### src/rtl/mcu_pkg.sv
// Shared types and encodings for the multi-cycle MIPS-subset control FSM.
// The ADDI states exist only when MCU_ADDI_EN is defined.
package mcu_pkg;

  typedef enum logic [3:0] {
    StIdle   = 4'd0,
    StFetch  = 4'd1,
    StDecode = 4'd2,
    StMemAdr = 4'd3,
    StMemRd  = 4'd4,
    StMemWb  = 4'd5,
    StMemWr  = 4'd6,
    StExec   = 4'd7,
    StRwb    = 4'd8,
    StBranch = 4'd9,
`ifdef MCU_ADDI_EN
    StJump   = 4'd10,
    StAddiEx = 4'd11,
    StAddiWb = 4'd12
`else
    StJump   = 4'd10
`endif
  } state_e;

  localparam logic [5:0] OpRtype = 6'b000000;
  localparam logic [5:0] OpLw    = 6'b100011;
  localparam logic [5:0] OpSw    = 6'b101011;
  localparam logic [5:0] OpBeq   = 6'b000100;
  localparam logic [5:0] OpJ     = 6'b000010;
  localparam logic [5:0] OpNop   = 6'b000011;
  localparam logic [5:0] OpAddi  = 6'b001000;

  localparam logic [1:0] AluAdd   = 2'b00;
  localparam logic [1:0] AluSub   = 2'b01;
  localparam logic [1:0] AluFunct = 2'b10;

  localparam logic [1:0] PcAlu    = 2'b00;
  localparam logic [1:0] PcAluOut = 2'b01;
  localparam logic [1:0] PcJump   = 2'b10;

  localparam logic [1:0] SrcBRt    = 2'b00;
  localparam logic [1:0] SrcBFour  = 2'b01;
  localparam logic [1:0] SrcBImm   = 2'b10;
  localparam logic [1:0] SrcBImmSh = 2'b11;

endpackage

### src/rtl/mcu_mem_timer.sv
// Memory wait-state counter; flags expiry when MEM_TIMEOUT consecutive not-ready
// cycles have elapsed in a memory state. MEM_TIMEOUT of 0 never expires.
module mcu_mem_timer #(
  parameter int unsigned MEM_TIMEOUT = 15,
  parameter int unsigned TMR_W       = 4
) (
  input  logic clk,
  input  logic rst_n,
  input  logic en,
  input  logic ready,
  input  logic clr,
  output logic expired
);

  localparam logic [TMR_W-1:0] Limit  = TMR_W'(MEM_TIMEOUT);
  localparam logic [TMR_W-1:0] CntMax = '1;

  logic [TMR_W-1:0] cnt_q, cnt_d;

  // Saturate so a disabled timeout cannot wrap into a spurious match.
  always_comb begin
    cnt_d = cnt_q;
    if (clr || !en || ready) begin
      cnt_d = '0;
    end else if (cnt_q != CntMax) begin
      cnt_d = cnt_q + TMR_W'(1);
    end
  end

  always_ff @(posedge clk or negedge rst_n) begin
    if (!rst_n) begin
      cnt_q <= '0;
    end else begin
      cnt_q <= cnt_d;
    end
  end

  assign expired = (MEM_TIMEOUT != 0) && en && !ready && (cnt_q == Limit);

endmodule

### src/rtl/mcu_multicycle.sv
// Multi-cycle main control FSM for the shared-memory MIPS-subset datapath.
// Optional addi support is enabled by defining MCU_ADDI_EN.
module mcu_multicycle
  import mcu_pkg::*;
#(
  parameter int unsigned MEM_TIMEOUT = 15,
  parameter int unsigned TMR_W       = 4
) (
  input  logic       clk,
  input  logic       clr,
  input  logic [5:0] OP,
  input  logic       mem_ready,
  output logic       MemRead,
  output logic       MemWrite,
  output logic       IorD,
  output logic       IRWrite,
  output logic       PCWrite,
  output logic       PCWriteCond,
  output logic [1:0] PCSource,
  output logic       ALUSrcA,
  output logic [1:0] ALUSrcB,
  output logic [1:0] ALUOp,
  output logic       RegWrite,
  output logic       RegDst,
  output logic       MemtoReg,
  output logic       instr_done,
  output logic       illegal_op,
  output logic       mem_err,
  output logic [3:0] state
);

  state_e     state_q, state_d;
  logic [5:0] op_q;
  logic       tmr_en, tmr_clr, expired;

  assign tmr_en  = (state_q == StFetch) || (state_q == StMemRd) || (state_q == StMemWr);
  // A FETCH timeout stays in FETCH, so expiry must clear the counter explicitly.
  assign tmr_clr = (state_d != state_q) || expired;

  mcu_mem_timer #(
    .MEM_TIMEOUT(MEM_TIMEOUT),
    .TMR_W      (TMR_W)
  ) u_timer (
    .clk    (clk),
    .rst_n  (clr),
    .en     (tmr_en),
    .ready  (mem_ready),
    .clr    (tmr_clr),
    .expired(expired)
  );

  always_ff @(posedge clk or negedge clr) begin
    if (!clr) begin
      state_q <= StIdle;
      op_q    <= '0;
    end else begin
      state_q <= state_d;
      if (state_q == StDecode) op_q <= OP;
    end
  end

  always_comb begin
    state_d     = state_q;
    MemRead     = 1'b0;
    MemWrite    = 1'b0;
    IorD        = 1'b0;
    IRWrite     = 1'b0;
    PCWrite     = 1'b0;
    PCWriteCond = 1'b0;
    PCSource    = PcAlu;
    ALUSrcA     = 1'b0;
    ALUSrcB     = SrcBRt;
    ALUOp       = AluAdd;
    RegWrite    = 1'b0;
    RegDst      = 1'b0;
    MemtoReg    = 1'b0;
    instr_done  = 1'b0;
    illegal_op  = 1'b0;
    mem_err     = 1'b0;

    unique case (state_q)
      StIdle: state_d = StFetch;
      StFetch: begin
        MemRead = 1'b1;
        ALUSrcB = SrcBFour;
        if (mem_ready) begin
          IRWrite = 1'b1;
          PCWrite = 1'b1;
          state_d = StDecode;
        end else if (expired) begin
          mem_err = 1'b1;
          state_d = StFetch;
        end
      end
      StDecode: begin
        ALUSrcB = SrcBImmSh;
        case (OP)
          OpLw, OpSw: state_d = StMemAdr;
          OpRtype:    state_d = StExec;
          OpBeq:      state_d = StBranch;
          OpJ:        state_d = StJump;
          OpNop: begin
            instr_done = 1'b1;
            state_d    = StFetch;
          end
`ifdef MCU_ADDI_EN
          OpAddi:     state_d = StAddiEx;
`endif
          default: begin
            illegal_op = 1'b1;
            state_d    = StFetch;
          end
        endcase
      end
      StMemAdr: begin
        ALUSrcA = 1'b1;
        ALUSrcB = SrcBImm;
        state_d = (op_q == OpLw) ? StMemRd : StMemWr;
      end
      StMemRd: begin
        MemRead = 1'b1;
        IorD    = 1'b1;
        if (mem_ready) begin
          state_d = StMemWb;
        end else if (expired) begin
          mem_err = 1'b1;
          state_d = StFetch;
        end
      end
      StMemWb: begin
        RegWrite   = 1'b1;
        MemtoReg   = 1'b1;
        instr_done = 1'b1;
        state_d    = StFetch;
      end
      StMemWr: begin
        MemWrite = 1'b1;
        IorD     = 1'b1;
        if (mem_ready) begin
          instr_done = 1'b1;
          state_d    = StFetch;
        end else if (expired) begin
          mem_err = 1'b1;
          state_d = StFetch;
        end
      end
      StExec: begin
        ALUSrcA = 1'b1;
        ALUOp   = AluFunct;
        state_d = StRwb;
      end
      StRwb: begin
        RegWrite   = 1'b1;
        RegDst     = 1'b1;
        instr_done = 1'b1;
        state_d    = StFetch;
      end
      StBranch: begin
        ALUSrcA     = 1'b1;
        ALUOp       = AluSub;
        PCWriteCond = 1'b1;
        PCSource    = PcAluOut;
        instr_done  = 1'b1;
        state_d     = StFetch;
      end
      StJump: begin
        PCWrite    = 1'b1;
        PCSource   = PcJump;
        instr_done = 1'b1;
        state_d    = StFetch;
      end
`ifdef MCU_ADDI_EN
      StAddiEx: begin
        ALUSrcA = 1'b1;
        ALUSrcB = SrcBImm;
        state_d = StAddiWb;
      end
      StAddiWb: begin
        RegWrite   = 1'b1;
        instr_done = 1'b1;
        state_d    = StFetch;
      end
`endif
      default: state_d = StIdle;
    endcase
  end

  assign state = state_q;

endmodule

### config.mk
export PLATFORM = sky130hd
export DESIGN_NAME = mcu_multicycle
export DESIGN_NICKNAME = d
export VERILOG_FILES = /design/src/rtl/mcu_pkg.sv /design/src/rtl/mcu_mem_timer.sv /design/src/rtl/mcu_multicycle.sv
export SDC_FILE = /design/constraint.sdc
export NUM_CORES = 1
export LEC_CHECK = 0
export CORE_MARGIN = 5
export CORE_UTILIZATION = 35
export DETAILED_ROUTE_END_ITERATION = 7
export PLACE_DENSITY = 0.63
export RECOVER_POWER = 50
export SLEW_MARGIN = 40
export SYNTH_ARGS = -nofsm -noshare
export SYNTH_HDL_FRONTEND = slang
export SYNTH_SLANG_ARGS = --single-unit
### constraint.sdc
create_clock -name clk -period 1.8 [get_ports clk]
set_clock_uncertainty 0.05 [all_clocks]
set_input_delay 0.36 -clock clk [delete_from_list [all_inputs] [get_ports clk]]
set_output_delay 0.36 -clock clk [all_outputs]
set_load 0.03 [all_outputs]
==> qor.csv <==
metric;value;unit
Synth top area share;36.84;%
Syn Inst Count;102;
vias in the first global route;1060;
Post-Synth Simple-Gate Area;26.05;%
Initial Util;35.40;%
r2r setup slk;0.02;ns
worst skew pair latency;0.27;ns
crit path from;state[0];
crit start category;register;
die area;0.003860;mm²
Cell Area, Synth;950.9;µm²
Diodes inserted;0;
final WL;3.119;mm
Yosys top cell by area;dfrtp_1;
RR Startpoint;state[2];
Sink Count;14;
fmax;511.5;MHz
layout cells sized above 1;62.98;%
total track usage;14.96;%
WL/cell;14.71;µm
Die Ht;62.13;µm
Synth Area in Adders;1.316;%
post-synth net total;112;
Worst Setup Path Type;register to primary output;
# IOs;32;
DIE WIDTH;62.13;µm
H-tree levels;1;
worst-path maximum fanout;8;
Leak;0.0008937;µW
r2r endpoint;op_q[2];
largest net degree at the start of global routing;15;
P&R area growth vs syn;105.3;%
synth top area cells;dfrtp_1 (37%), mux2_2 (8.3%), nor2_1 (3.9%);
commonest cells after routing, fill and taps aside;buf_6 (37), buf_4 (28), dlygate4sd2_1 (10), dfrtp_1 (10), mux2_2 (7);
worst ir drop on vdd;0.001197;V
GRT overflow;0;
DR DRC count;0;
pre-CTS WS;-0.6140;ns
Max-slew headroom;49.07;%
Final WS setup;-0.1549;ns
Antenna Violating Nets Remaining;0;
Final min period;1.955;ns
CP arrival;1.54;ns
Num CTS Buffers;3;
Distinct cells, synth;37;
Synth Area in Compound Gates;15.53;%
nets@finish;192;
RSZ-0062 raised after global routing;true;
Reg2Reg Depth;5;
multiplexer share of the synthesized area;10.39;%
first-pass GRT wire length;4.823;mm
failing checks;setup timing;
drt first pass iters;4;
max-slew violations;0;
# Max-Cap Violations;0;
Mapped Avg Cell Area;9.323;µm²
post-synthesis xor/xnor area fraction;3.684;%
row count;19;
Worst Setup End Kind;primary output;
CTS tree;built;
Iteration-0 DRC Markers;21;
HPWL after DPL;2.013;mm
commonest non-fill, non-tap cell in the layout;buf_6;
Buffers on Ports;31;
final hold slack;0.4170;ns
flops & latches, synth;14;
largest family of logic cells by synthesized area;simple AND/OR/NAND/NOR gates;
Syn. warnings;0;
Worst Path Required;1.39;ns
clock root cell;clkbuf_4;
GPL Wtd Cong;0.7852;
Final Cycle Share;108.6;%
Clock Tree Buf Depth;2;
power per standard cell area;1526;mW/mm²
Reg clk slew, reported paths;0.08;ns
via count;1074;
Seq/Total Area, Yosys;36.84;%
final setup vio count;15;
Slew @ Worst Pin;0.7639;ns
CTS Hold Bufs;0;
core area;0.002686;mm²
initial antenna violation count;0;
Via density;5.066;
Final Hold Violating Endpoints;0;
status;finished with violations;
fillers;199;
Hold Path Class;register to register;
CP endpoint;instr_done;
[report_power, final]
group,internal (µW),switching [µW]
Combinational,1210,1030
Sequential,435,79.4
Clock,123,101
[state kept, by name, summed over array words and instances, names as in the netlist]
name           count
u_timer.cnt_q      4
op_q               6
state              4
[cell usage after synthesis]
cell / instances
nand2b_1: 3
and3_1: 1
nand2b_4: 1
or4b_1: 1
nand3_1: 2
ha_1: 1
a32oi_1: 2
o211ai_2: 1
buf_2: 2
o31a_1: 1
a21o_1: 1
o22ai_1: 1
nor3_1: 6
nor3_4: 1
o21ai_0: 2
nor3b_1: 3
buf_4: 4
a21oi_1: 3
a31oi_1: 2
dfrtp_1: 14
mux2i_1: 2
mux2_2: 7
nand2_1: 7
nor3b_2: 1
inv_1: 4
clkbuf_1: 1
and2_1: 2
a22o_1: 2
xnor2_1: 3
nor2b_1: 3
a21boi_0: 1
a31o_2: 1
nor2_1: 10
xor2_1: 1
o221ai_1: 1
o211ai_1: 2
or2_2: 2
[worst min path at each step]
| stage | depth (start not counted) | end | startpoint |
|---|---|---|---|
| finish | 1 | u_timer.cnt_q[0] | u_timer.cnt_q[0] |
| global route | 1 | u_timer.cnt_q[0] | u_timer.cnt_q[0] |
| CTS | 2 | op_q[4] | clr |
| detailed placement | 1 | u_timer.cnt_q[0] | u_timer.cnt_q[0] |
| global placement | 1 | u_timer.cnt_q[0] | u_timer.cnt_q[0] |
| floorplan | 0 | op_q[0] | clr |
[logic make-up (layout without fill, tap and decap cells)]
kind of cell	Yosys count	after routing
adder cells (fa/ha/maj)	1	1
AO/OA/AOI/OAI	20	20
XOR/XNOR	4	4
flip-flops	14	14
AND/OR/NAND/NOR	43	43
multiplexers	9	9
buffers and inverters	11	90
[area by class of cell]
class                      count  area, µm²  area share (%)
clock buffer                   4      36.28           1.859
tap                           31      38.79           1.987
inverter                       4      15.01          0.7692
sequential                    14      355.3           18.21
multi-input combinational     77      709.4           36.35
timing repair buffer          82      797.0           40.83
[metal layers]
metal / track usage, % / routed length [µm]
met1: 16.11 / 1159
met2: 28.11 / 1747
met3: 2.162 / 147
met4: 6.775 / 65
met5: 0 / 0
[stage by stage]
step / TNS (ns) / area [µm²] / cells / total power (µW) / util, %
floorplan: -0.08613 / 1028 / 102 / 1479 / -
global placement: -1.158 / 1504 / 185 / 2040 / 55.99
detailed placement: -1.173 / 1504 / 185 / 2063 / 55.99
CTS: -0.8758 / 1839 / 207 / 2727 / 68.47
global route: -2.642 / 1952 / 212 / 3148 / 72.66
finish: -1.269 / 1952 / 212 / 2978 / 72.66
[worst max-delay path: stages (launching register included)]
cell     delay [ns]
dfrtp_2        0.43
buf_8          0.15
nor2b_4        0.13
buf_4          0.13
a21oi_2        0.14
o22ai_1        0.12
buf_4          0.18
[repair_timing]
item                       in CTS  in global routing
setup buffers                  18                  6
resized for setup              68                 18
setup endpoints to repair      19                 20
pin swaps                      12                 12
Note: power is estimated with default switching activity, not from simulation.
